## src/rtl/ppm_slot_decoder.sv

```systemverilog
// PPM 1-of-4 slot decoder: samples the line once per divided-clock slot, assembles
// dibits LSB-first into bytes and flags start/end of frame and coding errors.
module ppm_slot_decoder #(
  parameter int unsigned BYTE_CNT_W = 8
) (
  input  logic                  clk,
  input  logic                  rst_n,
  input  logic                  clk_16_in,
  input  logic                  ppm_in,
  output logic [7:0]            data_out,
  output logic                  data_valid,
  output logic                  frame_done,
  output logic                  frame_err,
  output logic                  busy,
  output logic [BYTE_CNT_W-1:0] byte_cnt
);

  localparam logic [1:0] IDLE    = 2'd0;
  localparam logic [1:0] SOF_CHK = 2'd1;
  localparam logic [1:0] DATA    = 2'd2;

  logic [1:0] state_q;
  logic       clk16_d;
  logic       tick;
  logic [1:0] slot_cnt;
  logic [1:0] sym_cnt;
  logic [1:0] pcnt;
  logic [1:0] first_slot;
  logic [7:0] shift;

  logic [1:0] pcnt_inc;
  logic [1:0] dibit;
  logic [7:0] byte_next;

  assign tick = clk_16_in & ~clk16_d;
  assign busy = (state_q != IDLE);

  always_comb begin
    pcnt_inc = pcnt;
    if (ppm_in) begin
      pcnt_inc = (pcnt == 2'd0) ? 2'd1 : 2'd2;
    end
    // With no earlier pulse, the only pulse must be in the current (last) slot.
    dibit = (pcnt == 2'd0) ? slot_cnt : first_slot;
    byte_next = shift;
    byte_next[{sym_cnt, 1'b0} +: 2] = dibit;
  end

  always_ff @(posedge clk) begin
    if (!rst_n) begin
      clk16_d    <= 1'b1;
      state_q    <= IDLE;
      slot_cnt   <= 2'd0;
      sym_cnt    <= 2'd0;
      pcnt       <= 2'd0;
      first_slot <= 2'd0;
      shift      <= 8'h00;
      data_out   <= 8'h00;
      data_valid <= 1'b0;
      frame_done <= 1'b0;
      frame_err  <= 1'b0;
      byte_cnt   <= '0;
    end else begin
      clk16_d    <= clk_16_in;
      data_valid <= 1'b0;
      frame_done <= 1'b0;
      frame_err  <= 1'b0;
      if (tick) begin
        case (state_q)
          IDLE: begin
            if (ppm_in) state_q <= SOF_CHK;
          end
          SOF_CHK: begin
            if (ppm_in) begin
              state_q  <= DATA;
              slot_cnt <= 2'd0;
              sym_cnt  <= 2'd0;
              pcnt     <= 2'd0;
              shift    <= 8'h00;
              byte_cnt <= '0;
            end else begin
              state_q <= IDLE;
            end
          end
          DATA: begin
            slot_cnt <= slot_cnt + 2'd1;
            if (slot_cnt != 2'd3) begin
              if (ppm_in) begin
                if (pcnt == 2'd0) first_slot <= slot_cnt;
                pcnt <= pcnt_inc;
              end
            end else begin
              pcnt <= 2'd0;
              if (pcnt_inc == 2'd1) begin
                shift   <= byte_next;
                sym_cnt <= sym_cnt + 2'd1;
                if (sym_cnt == 2'd3) begin
                  data_out   <= byte_next;
                  data_valid <= 1'b1;
                  if (byte_cnt != '1) byte_cnt <= byte_cnt + 1'b1;
                end
              end else if (pcnt_inc == 2'd0) begin
                if (sym_cnt == 2'd0) frame_done <= 1'b1;
                else                 frame_err  <= 1'b1;
                state_q <= IDLE;
              end else begin
                frame_err <= 1'b1;
                state_q   <= IDLE;
              end
            end
          end
          default: state_q <= IDLE;
        endcase
      end
    end
  end

endmodule

```

## config.mk

```make
export PLATFORM = sky130hd
export DESIGN_NAME = ppm_slot_decoder
export DESIGN_NICKNAME = d
export VERILOG_FILES = /design/src/rtl/ppm_slot_decoder.sv
export SDC_FILE = /design/constraint.sdc
export NUM_CORES = 1
export LEC_CHECK = 0
export ABC_AREA = 0
export CAP_MARGIN = 40
export CELL_PAD_IN_SITES_DETAIL_PLACEMENT = 0
export CELL_PAD_IN_SITES_GLOBAL_PLACEMENT = 1
export CORE_ASPECT_RATIO = 1.1
export CORE_UTILIZATION = 45
export CTS_CLUSTER_SIZE = 8
export DETAILED_ROUTE_END_ITERATION = 16
export GPL_TIMING_DRIVEN = 1
export PLACE_DENSITY = 0.79
export SLEW_MARGIN = 20
export SYNTH_ARGS = -nofsm -noshare
export SYNTH_HDL_FRONTEND = slang
export SYNTH_SLANG_ARGS = --single-unit
export TNS_END_PERCENT = 30
```

## constraint.sdc

```tcl
create_clock -name clk -period 4.65 [get_ports clk]
set_input_delay 1.395 -clock clk [delete_from_list [all_inputs] [get_ports clk]]
set_output_delay 1.395 -clock clk [all_outputs]
set_load 0.005 [all_outputs]
```

==> impl_metrics.csv, run 1 <==
group,metric,value,unit
run,drv_cap,0,
hold_path,min_from,"shift[1]",
setup_path,worst-setup-path-type,"input pin to register",
setup_path,crit_fanout,26,
logic_synthesis,syn_avg_cell_area,9.271,um^2
pwr,p_leak,0.9004,nW
hold_path,worstHoldPathType,"register to register",
logic_synthesis,synthFlopType,"dfxtp_1",
floorplan,start_util,46.51,%
sta,drv_slew,0,
logic_synthesis,synthTopCellsByCount,"dfxtp_1, nand2_1, nor2_1, a21oi_1, o21ai_1",
setup_path,r2r-start,"sym_cnt[0]",
detailed_routing,drt_iter0_drc,79,
sta,worst_pin_slew,0.6596,ns
clocking,cts_made_buffers,5,
floorplan,die_w,65.46,um
logic_synthesis,ys_types,52,
pwr,vdd_drop_max,0.0002128,V
setup_path,crit_path_end_kind,"register",
clocking,htreeDepth,2,
placed_design,gp_congestion,0.7356,
logic_synthesis,synth_top_cells_by_area,"dfxtp_1, ha_1, mux2i_1",
logic_synthesis,synth_edf_count,0,
status,outcome,"complete, no violations",
logic_synthesis,async_flop_share,0,%
floorplan,die-height,71.80,um
detailed_routing,vias_per_cell,5.803,
final_layout,nets,247,
sta,tns,0,ns
floorplan,ios,24,
sta,rsz0062_at_grt,"false",
logic_synthesis,synth.ff_latch_count,38,
clocking,cts_hold_buffers,0,
detailed_routing,routed_wl,4680,um
final_layout,n_antenna_cell,0,
floorplan,rows,25,
logic_synthesis,netlist_area,0.001993,mm^2
clocking,cts_tree,"built",
clocking,cts_setup_buffers,0,
pwr,powerDensity,270.5,mW/mm^2
setup_path,r2r_setup_slack,2.55,ns
sta,fin_crit_sh,68.48,%
detailed_routing,drt-pass1-iter-count,4,
clocking,clkSinkCount,38,
sta,finalWorstPathRequiredPeriod,3.184,ns
logic_synthesis,syn_nets,227,
detailed_routing,routed-via-count,1683,
sta,setup_violations,0,
final_layout,drive_gt1_share,8.475,%
grt,grt_pass1_vias,1655,
hold_path,holdPathStages,2,
clocking,cts_max_path_buffers,2,
detailed_routing,drcViolationCount,0,
setup_path,ff2ff_path_depth,6,
setup_path,rr_endpoint,"shift[0]",
grt,antenna_found_initial,0,
logic_synthesis,synth_top_area_cell,"dfxtp_1",
pwr,fin_total_pwr,635.5,uW
logic_synthesis,synth_most_common_cell,"dfxtp_1",
clocking,cts_resized,0,
logic_synthesis,yosysTopAreaCellShare,38.17,%
grt,grt_pass1_wl,7955,um
logic_synthesis,yosysWarnings,0,
sta,relSlewSlack,54.77,%
floorplan,dieArea,0.004700,mm^2
setup_path,cp.arrival,3.42,ns
final_layout,syn_to_final_growth,17.89,%
floorplan,core,0.004285,mm^2
grt,gr-usage-all-layers,22.05,%
setup_path,critPathRequiredTime,4.88,ns
detailed_routing,detail-route-antenna-nets,0,
clocking,path_clk_slew,0.08,ns
detailed_routing,wl_per_cell,16.14,um
sta,finalHoldViolations,0,
grt,grt_max_degree,27,
placed_design,dpl.hpwl,3326,um
sta,max_freq,0.3140,GHz
placed_design,port-buffer-count,23,
hold_path,min_to,"shift[1]",
setup_path,startpoint_type,"input pin",
clocking,cts_root_buffer,"clkbuf_8",
logic_synthesis,syn_inst,215,
logic_synthesis,ys_seq_area_share,38.17,%
sta,finalClockSkew,0.01165,ns
grt,gr-total-overflow,0,
clocking,clk-insertion-delay-late,0.30,ns
==> logic make-up after synthesis <==
logic type,Yosys count,share of synthesized area (%)
AO/OA/AOI/OAI,59,22.16
XOR/XNOR,2,1.256
adder cells (fa/ha/maj),8,5.022
buffers and inverters,18,4.394
flip-flops,38,38.17
multiplexers,6,3.013
AND/OR/NAND/NOR,84,25.99
==> worst max-delay path by stage <==
| stage | from | to | slack, ns |
|---|---|---|---|
| CTS | rst_n | shift[2] | 1.45 |
| finish | rst_n | shift[4] | 1.47 |
| detailed placement | rst_n | shift[4] | 1.13 |
| floorplan | ppm_in | byte_cnt[2] | 2.15 |
| global placement | rst_n | shift[3] | 1.19 |
| global route | rst_n | shift[5] | 1.24 |
==> metal layers <==
metal | up-vias | wire [um] | track usage (%) | part of all wire [%]
li1 | 840 | - | - | -
met5 | - | 0 | 0 | 0
met4 | 0 | 67 | 7.971 | 1.4
met3 | 7 | 138 | 4.299 | 2.9
met2 | 35 | 2349 | 39.98 | 50
met1 | 801 | 2124 | 25.27 | 45
==> state kept, by name, indices dropped and copies added, names as in the netlist, 2 cells and up <==
signal / cells
pcnt: 2
slot_cnt: 2
shift: 8
data_out: 8
first_slot: 2
state_q: 2
byte_cnt: 8
sym_cnt: 2
==> cell type report <==
cell class / instances / area (um^2)
sequential: 38 / 760.7
tap: 54 / 67.56
inverter: 6 / 22.52
multi-input combinational: 159 / 1145
timing repair buffer: 25 / 245.2
clock buffer: 5 / 68.82
clock inverter: 3 / 40.04
fill: 384 / 1936
==> through the flow <==
step	cells	worst slack (ns)	util [%]	area, um^2	hold WS (ns)
2_1_floorplan	215	2.145	-	1993	0.4329
3_3_place_gp	282	1.192	52.29	2241	0.4474
3_5_place_dp	282	1.132	52.29	2241	0.4544
4_1_cts	290	1.454	54.83	2350	0.4756
5_1_grt	290	1.240	54.83	2350	0.4853
6_report	290	1.466	54.83	2350	0.4746
==> cells in the final DEF (no fill, tap or decap), types with 5 or more instances in the layout <==
| master | count |
|---|---|
| a2bb2oi_1 | 6 |
| nand2b_1 | 8 |
| a21oi_1 | 10 |
| o21ai_1 | 9 |
| nor2b_1 | 5 |
| o2bb2ai_1 | 6 |
| nand3_1 | 6 |
| clkdlybuf4s50_1 | 23 |
| nand2_1 | 14 |
| ha_1 | 8 |
| clkbuf_8 | 5 |
| inv_1 | 6 |
| nor2_1 | 12 |
| and3_1 | 8 |
| a211o_1 | 5 |
| dfxtp_1 | 38 |
| mux2i_1 | 6 |
| nand4_1 | 5 |
==> worst max-delay path, stage by stage <==
cell and delay [ns]:
clkdlybuf4s50_1 0.45, buf_4 0.27, and3b_1 0.44, nand3_2 0.18, or3_1 0.47, o2bb2ai_1 0.20
==> power breakdown <==
group | leakage [nW] | switching (mW) | internal [mW]
combinational | 0.536 | 0.0146 | 0.0101
sequential | 0.306 | 0.00227 | 0.326
clock | 0.0579 | 0.124 | 0.158
Power figures use the tool's default switching activity.
==> run 2, diff against run 1 <==
--- a/config.mk
+++ b/config.mk
@@ -10,11 +10,11 @@
 export CELL_PAD_IN_SITES_DETAIL_PLACEMENT = 0
 export CELL_PAD_IN_SITES_GLOBAL_PLACEMENT = 1
 export CORE_ASPECT_RATIO = 1.1
-export CORE_UTILIZATION = 45
+export CORE_UTILIZATION = 38
 export CTS_CLUSTER_SIZE = 8
 export DETAILED_ROUTE_END_ITERATION = 16
 export GPL_TIMING_DRIVEN = 1
-export PLACE_DENSITY = 0.79
+export PLACE_DENSITY = 0.71
 export SLEW_MARGIN = 20
 export SYNTH_ARGS = -nofsm -noshare
 export SYNTH_HDL_FRONTEND = slang
==> constraint.sdc (replaced) <==
create_clock -name clk -period 2.9 [get_ports clk]
set_input_delay 0.87 -clock clk [delete_from_list [all_inputs] [get_ports clk]]
set_output_delay 0.87 -clock clk [all_outputs]
set_load 0.005 [all_outputs]
==> impl_metrics.csv, run 2 (same netlist as run 1, synthesis figures left out) <==
group,metric,value,unit
pwr,switching_share,20.71,%
final_layout,regArea,760.7,um^2
detailed_routing,vias_per_cell,5.536,
grt,grt_max_degree,26,
pwr,p_switching,209.0,uW
sta,finalWorstPathRequiredPeriod,2.397,ns
pwr,power.internal,800.1,uW
pwr,p_leak,0.9341,nW
sta,worst_pin_slew,0.5595,ns
sta,tns,0,ns
clocking,clkSinkCount,38,
sta,fin_crit_sh,82.64,%
clocking,cts_root_buffer,"clkbuf_8",
grt,gr-usage-all-layers,17.50,%
pwr,comb_power_share,4.3,%
setup_path,crit_chain,"or2_2, clkdlybuf4s50_1",
hold_path,min_from,"shift[1]",
setup_path,critPathRequiredTime,2.03,ns
placed_design,pre_cts_slack,0.2805,ns
floorplan,die-height,77.96,um
setup_path,crit_path_top_delay_cell,"dfxtp_1",
detailed_routing,wl_per_cell,14.85,um
final_layout,n_antenna_cell,0,
pwr,powerDensity,418.3,mW/mm^2
sta,finalClockSkew,0.01017,ns
grt,gr-total-overflow,0,
pwr,pwr-share-clk,43.4,%
sta,hold_ws,0.4595,ns
clocking,cts_made_buffers,5,
clocking,cts_setup_buffers,0,
sta,worst_slack,0.5033,ns
sta,finalHoldViolations,0,
final_layout,multi_input_area,0.001145,mm^2
placed_design,gp_congestion,0.7604,
final_layout,nets,255,
sta,setup_violations,0,
clocking,cts_resized,0,
setup_path,cp-startpoint,"state_q[1]",
detailed_routing,detail-route-antenna-nets,0,
floorplan,ios,24,
setup_path,r2r-start,"sym_cnt[0]",
status,outcome,"complete, no violations",
setup_path,startpoint_type,"register",
floorplan,core,0.005034,mm^2
final_layout,drive_gt1_share,10.66,%
setup_path,ff2ff_path_depth,6,
run,drv_cap,0,
setup_path,crit_fanout,13,
setup_path,worst-setup-path-type,"register to output port",
floorplan,die_w,71.06,um
clocking,cts_max_path_buffers,2,
hold_path,worstHoldPathType,"register to register",
final_layout,syn_to_final_growth,21.03,%
final_layout,largestRegisters,"byte_cnt x8, data_out x8, shift x8",
detailed_routing,drt-pass1-iter-count,4,
sta,rsz0062_at_grt,"false",
sta,relSlewSlack,61.63,%
hold_path,holdPathStages,2,
sta,drv_slew,0,
detailed_routing,routed-via-count,1672,
hold_path,min_to,"shift[1]",
final_layout,mostFrequentLayoutCells,"dfxtp_1, clkdlybuf4s50_1, nand2_1",
setup_path,r2r_setup_slack,0.77,ns
clocking,htreeDepth,2,
placed_design,dpl.hpwl,3208,um
pwr,vdd_drop_max,0.0002124,V
floorplan,rows,27,
clocking,cts_tree,"built",
setup_path,rr_endpoint,"shift[0]",
clocking,cts_hold_buffers,0,
floorplan,dieArea,0.005539,mm^2
final_layout,nFillCells,486,
detailed_routing,routed_wl,4485,um
sta,max_freq,0.4172,GHz
floorplan,start_util,39.60,%
clocking,clk-insertion-delay-late,0.29,ns
grt,grt_pass1_wl,7659,um
grt,antenna_found_initial,0,
setup_path,cp.arrival,1.53,ns
placed_design,port-buffer-count,23,
setup_path,crit_path_end_kind,"output port",
detailed_routing,drt_iter0_drc,82,
final_layout,final_common_cell,"dfxtp_1",
detailed_routing,drcViolationCount,0,
clocking,path_clk_slew,0.07,ns
grt,grt_pass1_vias,1631,
pwr,fin_total_pwr,1.009,mW
setup_path,max_stage_delay,0.58,ns
pwr,seqPwrFrac,52.3,%
==> run 2: changes by cell type in the layout (fill, tap and decap cells not counted) <==
cell	before	now
buf_4	2	10
clkbuf_1	0	2
clkinv_2	2	0
==> run 2: power groups by stage <==
| stage | clock (mW) | sequential (mW) | combinational [mW] |
|---|---|---|---|
| after floorplan | 0 | 0.537 | 0.0281 |
| after global placement | 0 | 0.539 | 0.0441 |
| after detailed placement | 0 | 0.539 | 0.0440 |
| after CTS | 0.452 | 0.527 | 0.0439 |
| after global routing | 0.476 | 0.528 | 0.0475 |
| final | 0.438 | 0.527 | 0.0438 |
==> run 2: metrics by stage <==
step                      util, %  instance area [um^2]  std cells
final                       47.92                  2412        302
after global routing        47.92                  2412        302
after CTS                   47.92                  2412        302
after detailed placement    45.81                  2306        294
after global placement      45.81                  2306        294
after floorplan                 -                  1993        215
==> run 2: layout make-up <==
class	count	area share, %
Sequential cell	38	31.54
Multi-Input combinational cell	159	47.46
Clock buffer	7	3.164
Timing Repair Buffer	33	12.66
Clock inverter	1	1.245
Tap cell	58	3.008
Inverter	6	0.9336
==> run 2: metal layers <==
layer | up-vias | global-route usage, % | part of all wire, %
li1 | 856 | - | -
met1 | 800 | 22.66 | 51
met2 | 14 | 29.13 | 47
met3 | 2 | 3.506 | 1.5
met4 | 0 | 5.400 | 0.54
met5 | - | 0 | 0
==> run 2: how the worst max path moves through the flow <==
stage	end	slack, ns	cells after the start
2_1_floorplan	byte_cnt[2]	0.92	5
3_3_place_gp	byte_cnt[6]	0.23	6
3_5_place_dp	byte_cnt[5]	0.28	5
4_1_cts	busy	0.51	2
5_1_grt	busy	0.43	2
6_report	busy	0.50	2
==> run 2: worst max-delay path: cells and delay by family (launching register included) <==
| kind | cells | cell delay [ns] |
|---|---|---|
| buffers and inverters | 1 | 0.48 |
| DFF | 1 | 0.58 |
| and+or+nand+nor | 1 | 0.18 |
==> run 3, diff against run 2 <==
==> constraint.sdc (replaced) <==
create_clock -name clk -period 1.98 [get_ports clk]
set_input_delay 0.594 -clock clk [delete_from_list [all_inputs] [get_ports clk]]
set_output_delay 0.594 -clock clk [all_outputs]
set_load 0.005 [all_outputs]
==> impl_metrics.csv, run 3 (same netlist as run 1, synthesis figures left out) <==
group,metric,value,unit
status,outcome,"complete, no violations",
final_layout,syn_to_final_growth,30.76,%
placed_design,dpl.hpwl,3410,um
detailed_routing,routed-via-count,1757,
clocking,cts_made_buffers,5,
floorplan,start_util,39.60,%
placed_design,dp.cells,316,
pwr,powerDensity,538.0,mW/mm^2
setup_path,startpoint_type,"register",
final_layout,design_area,0.002606,mm^2
floorplan,die_w,71.06,um
sta,relSlewSlack,73.72,%
final_layout,mostFrequentLayoutCells,"dfxtp_1, buf_4, clkdlybuf4s50_1",
final_layout,final_common_cell,"dfxtp_1",
pwr,vdd_drop_max,0.0003034,V
clocking,clkSinkCount,38,
sta,max_freq,0.5160,GHz
setup_path,ff2ff_path_depth,7,
placed_design,port-buffer-count,23,
grt,antenna_found_initial,0,
setup_path,r2r_setup_slack,0.16,ns
setup_path,cp-startpoint,"state_q[1]",
detailed_routing,detail-route-antenna-nets,0,
clocking,cts_tree,"built",
grt,gr-usage-all-layers,18.58,%
setup_path,critPathRequiredTime,1.39,ns
sta,hold_ws,0.4582,ns
final_layout,drive_gt1_share,20.15,%
detailed_routing,vias_per_cell,5.390,
final_layout,largestRegisters,"byte_cnt x8, data_out x8, shift x8",
sta,worst_pin_slew,0.3936,ns
final_layout,stdcell_count,326,
placed_design,pre_cts_slack,-0.3023,ns
grt,grt_pass1_wl,8010,um
sta,worst_slack,0.04212,ns
sta,finalHoldViolations,0,
detailed_routing,drcViolationCount,0,
run,drv_cap,0,
clocking,cts_max_path_buffers,2,
sta,drv_slew,0,
placed_design,gp_congestion,0.7492,
setup_path,rr_endpoint,"data_out[2]",
sta,fin_crit_sh,97.87,%
grt,gr-total-overflow,0,
setup_path,worst-setup-path-type,"register to output port",
sta,finalWorstPathRequiredPeriod,1.938,ns
setup_path,cp.arrival,1.34,ns
floorplan,dieArea,0.005539,mm^2
sta,rsz0062_at_grt,"true",
detailed_routing,routed_wl,4595,um
grt,grt_max_degree,14,
detailed_routing,drt-pass1-iter-count,4,
floorplan,core,0.005034,mm^2
sta,tns,0,ns
setup_path,crit_fanout,7,
clocking,htreeDepth,2,
placed_design,placed_area,0.002484,mm^2
pwr,p_leak,1.069,nW
clocking,clk-insertion-delay-late,0.29,ns
final_layout,nets,279,
final_layout,n_antenna_cell,0,
setup_path,crit_path_end_kind,"output port",
hold_path,worstHoldPathType,"register to register",
floorplan,ios,24,
setup_path,critPathCapture,"busy",
floorplan,die-height,77.96,um
detailed_routing,drt_iter0_drc,93,
sta,finalClockSkew,0.005403,ns
clocking,path_clk_slew,0.07,ns
grt,grt_pass1_vias,1688,
clocking,cts_root_buffer,"clkbuf_8",
setup_path,r2r-start,"slot_cnt[0]",
floorplan,rows,27,
sta,setup_violations,0,
detailed_routing,wl_per_cell,14.10,um
run 3: changes by cell type in the layout (fill, tap and decap cells not counted), moves of 2 or more:
cell | previous run | this run
clkdlybuf4s50_1 | 23 | 21
dlymetal6s2s_1 | 0 | 2
clkbuf_1 | 2 | 0
buf_4 | 10 | 33
run 3: layout make-up:
class | count | area, um^2
Fill cell | 507 | 2427
Multi-Input combinational cell | 159 | 1151
Sequential cell | 38 | 762.0
Timing Repair Buffer | 57 | 503.0
Clock buffer | 6 | 82.58
Tap cell | 58 | 72.57
Inverter | 6 | 22.52
Clock inverter | 2 | 12.51
run 3: critical path: stages, from the launching register on:
cell	delay [ns]
dfxtp_2	0.35
or2_2	0.27
clkdlybuf4s50_1	0.44
run 3: through the flow:
step | util, % | total power [mW]
6_report | 51.78 | 1.402
5_1_grt | 51.78 | 1.460
4_1_cts | 51.38 | 1.427
3_5_place_dp | 49.34 | 0.8671
3_3_place_gp | 49.34 | 0.8667
2_1_floorplan | - | 0.8270
run 3: what timing repair did:
item / CTS / global route
cloned: 0 / 0
hold buffers: 0 / 0
endpoints found under the setup margin: 4 / 21
setup buffers: 1 / 1
resized for setup: 0 / 4
pin swaps: 1 / 1
run 3: power breakdown:
part / internal (mW) / switching (mW)
Combinational: 0.0387 / 0.0412
Clock: 0.280 / 0.273
Sequential: 0.767 / 0.00267
Total: 1.08 / 0.317
run 3: worst min path at each step:
| stage | start | to | slack, ns | cells past startpoint |
|---|---|---|---|---|
| 2_1_floorplan | shift[2] | shift[2] | 0.43 | 1 |
| 3_3_place_gp | shift[0] | shift[0] | 0.45 | 2 |
| 3_5_place_dp | shift[3] | shift[3] | 0.45 | 1 |
| 4_1_cts | shift[1] | shift[1] | 0.46 | 2 |
| 5_1_grt | shift[7] | shift[7] | 0.48 | 1 |
| 6_report | shift[1] | shift[1] | 0.46 | 2 |
run 3: routing by layer:
metal / vias to the layer above / share of wire [%] / global-route usage [%]
met5: - / 0 / 0
met3: 5 / 3.3 / 3.766
met2: 26 / 46 / 29.62
met1: 817 / 49 / 24.74
met4: 0 / 1.5 / 6.800
li1: 909 / - / -
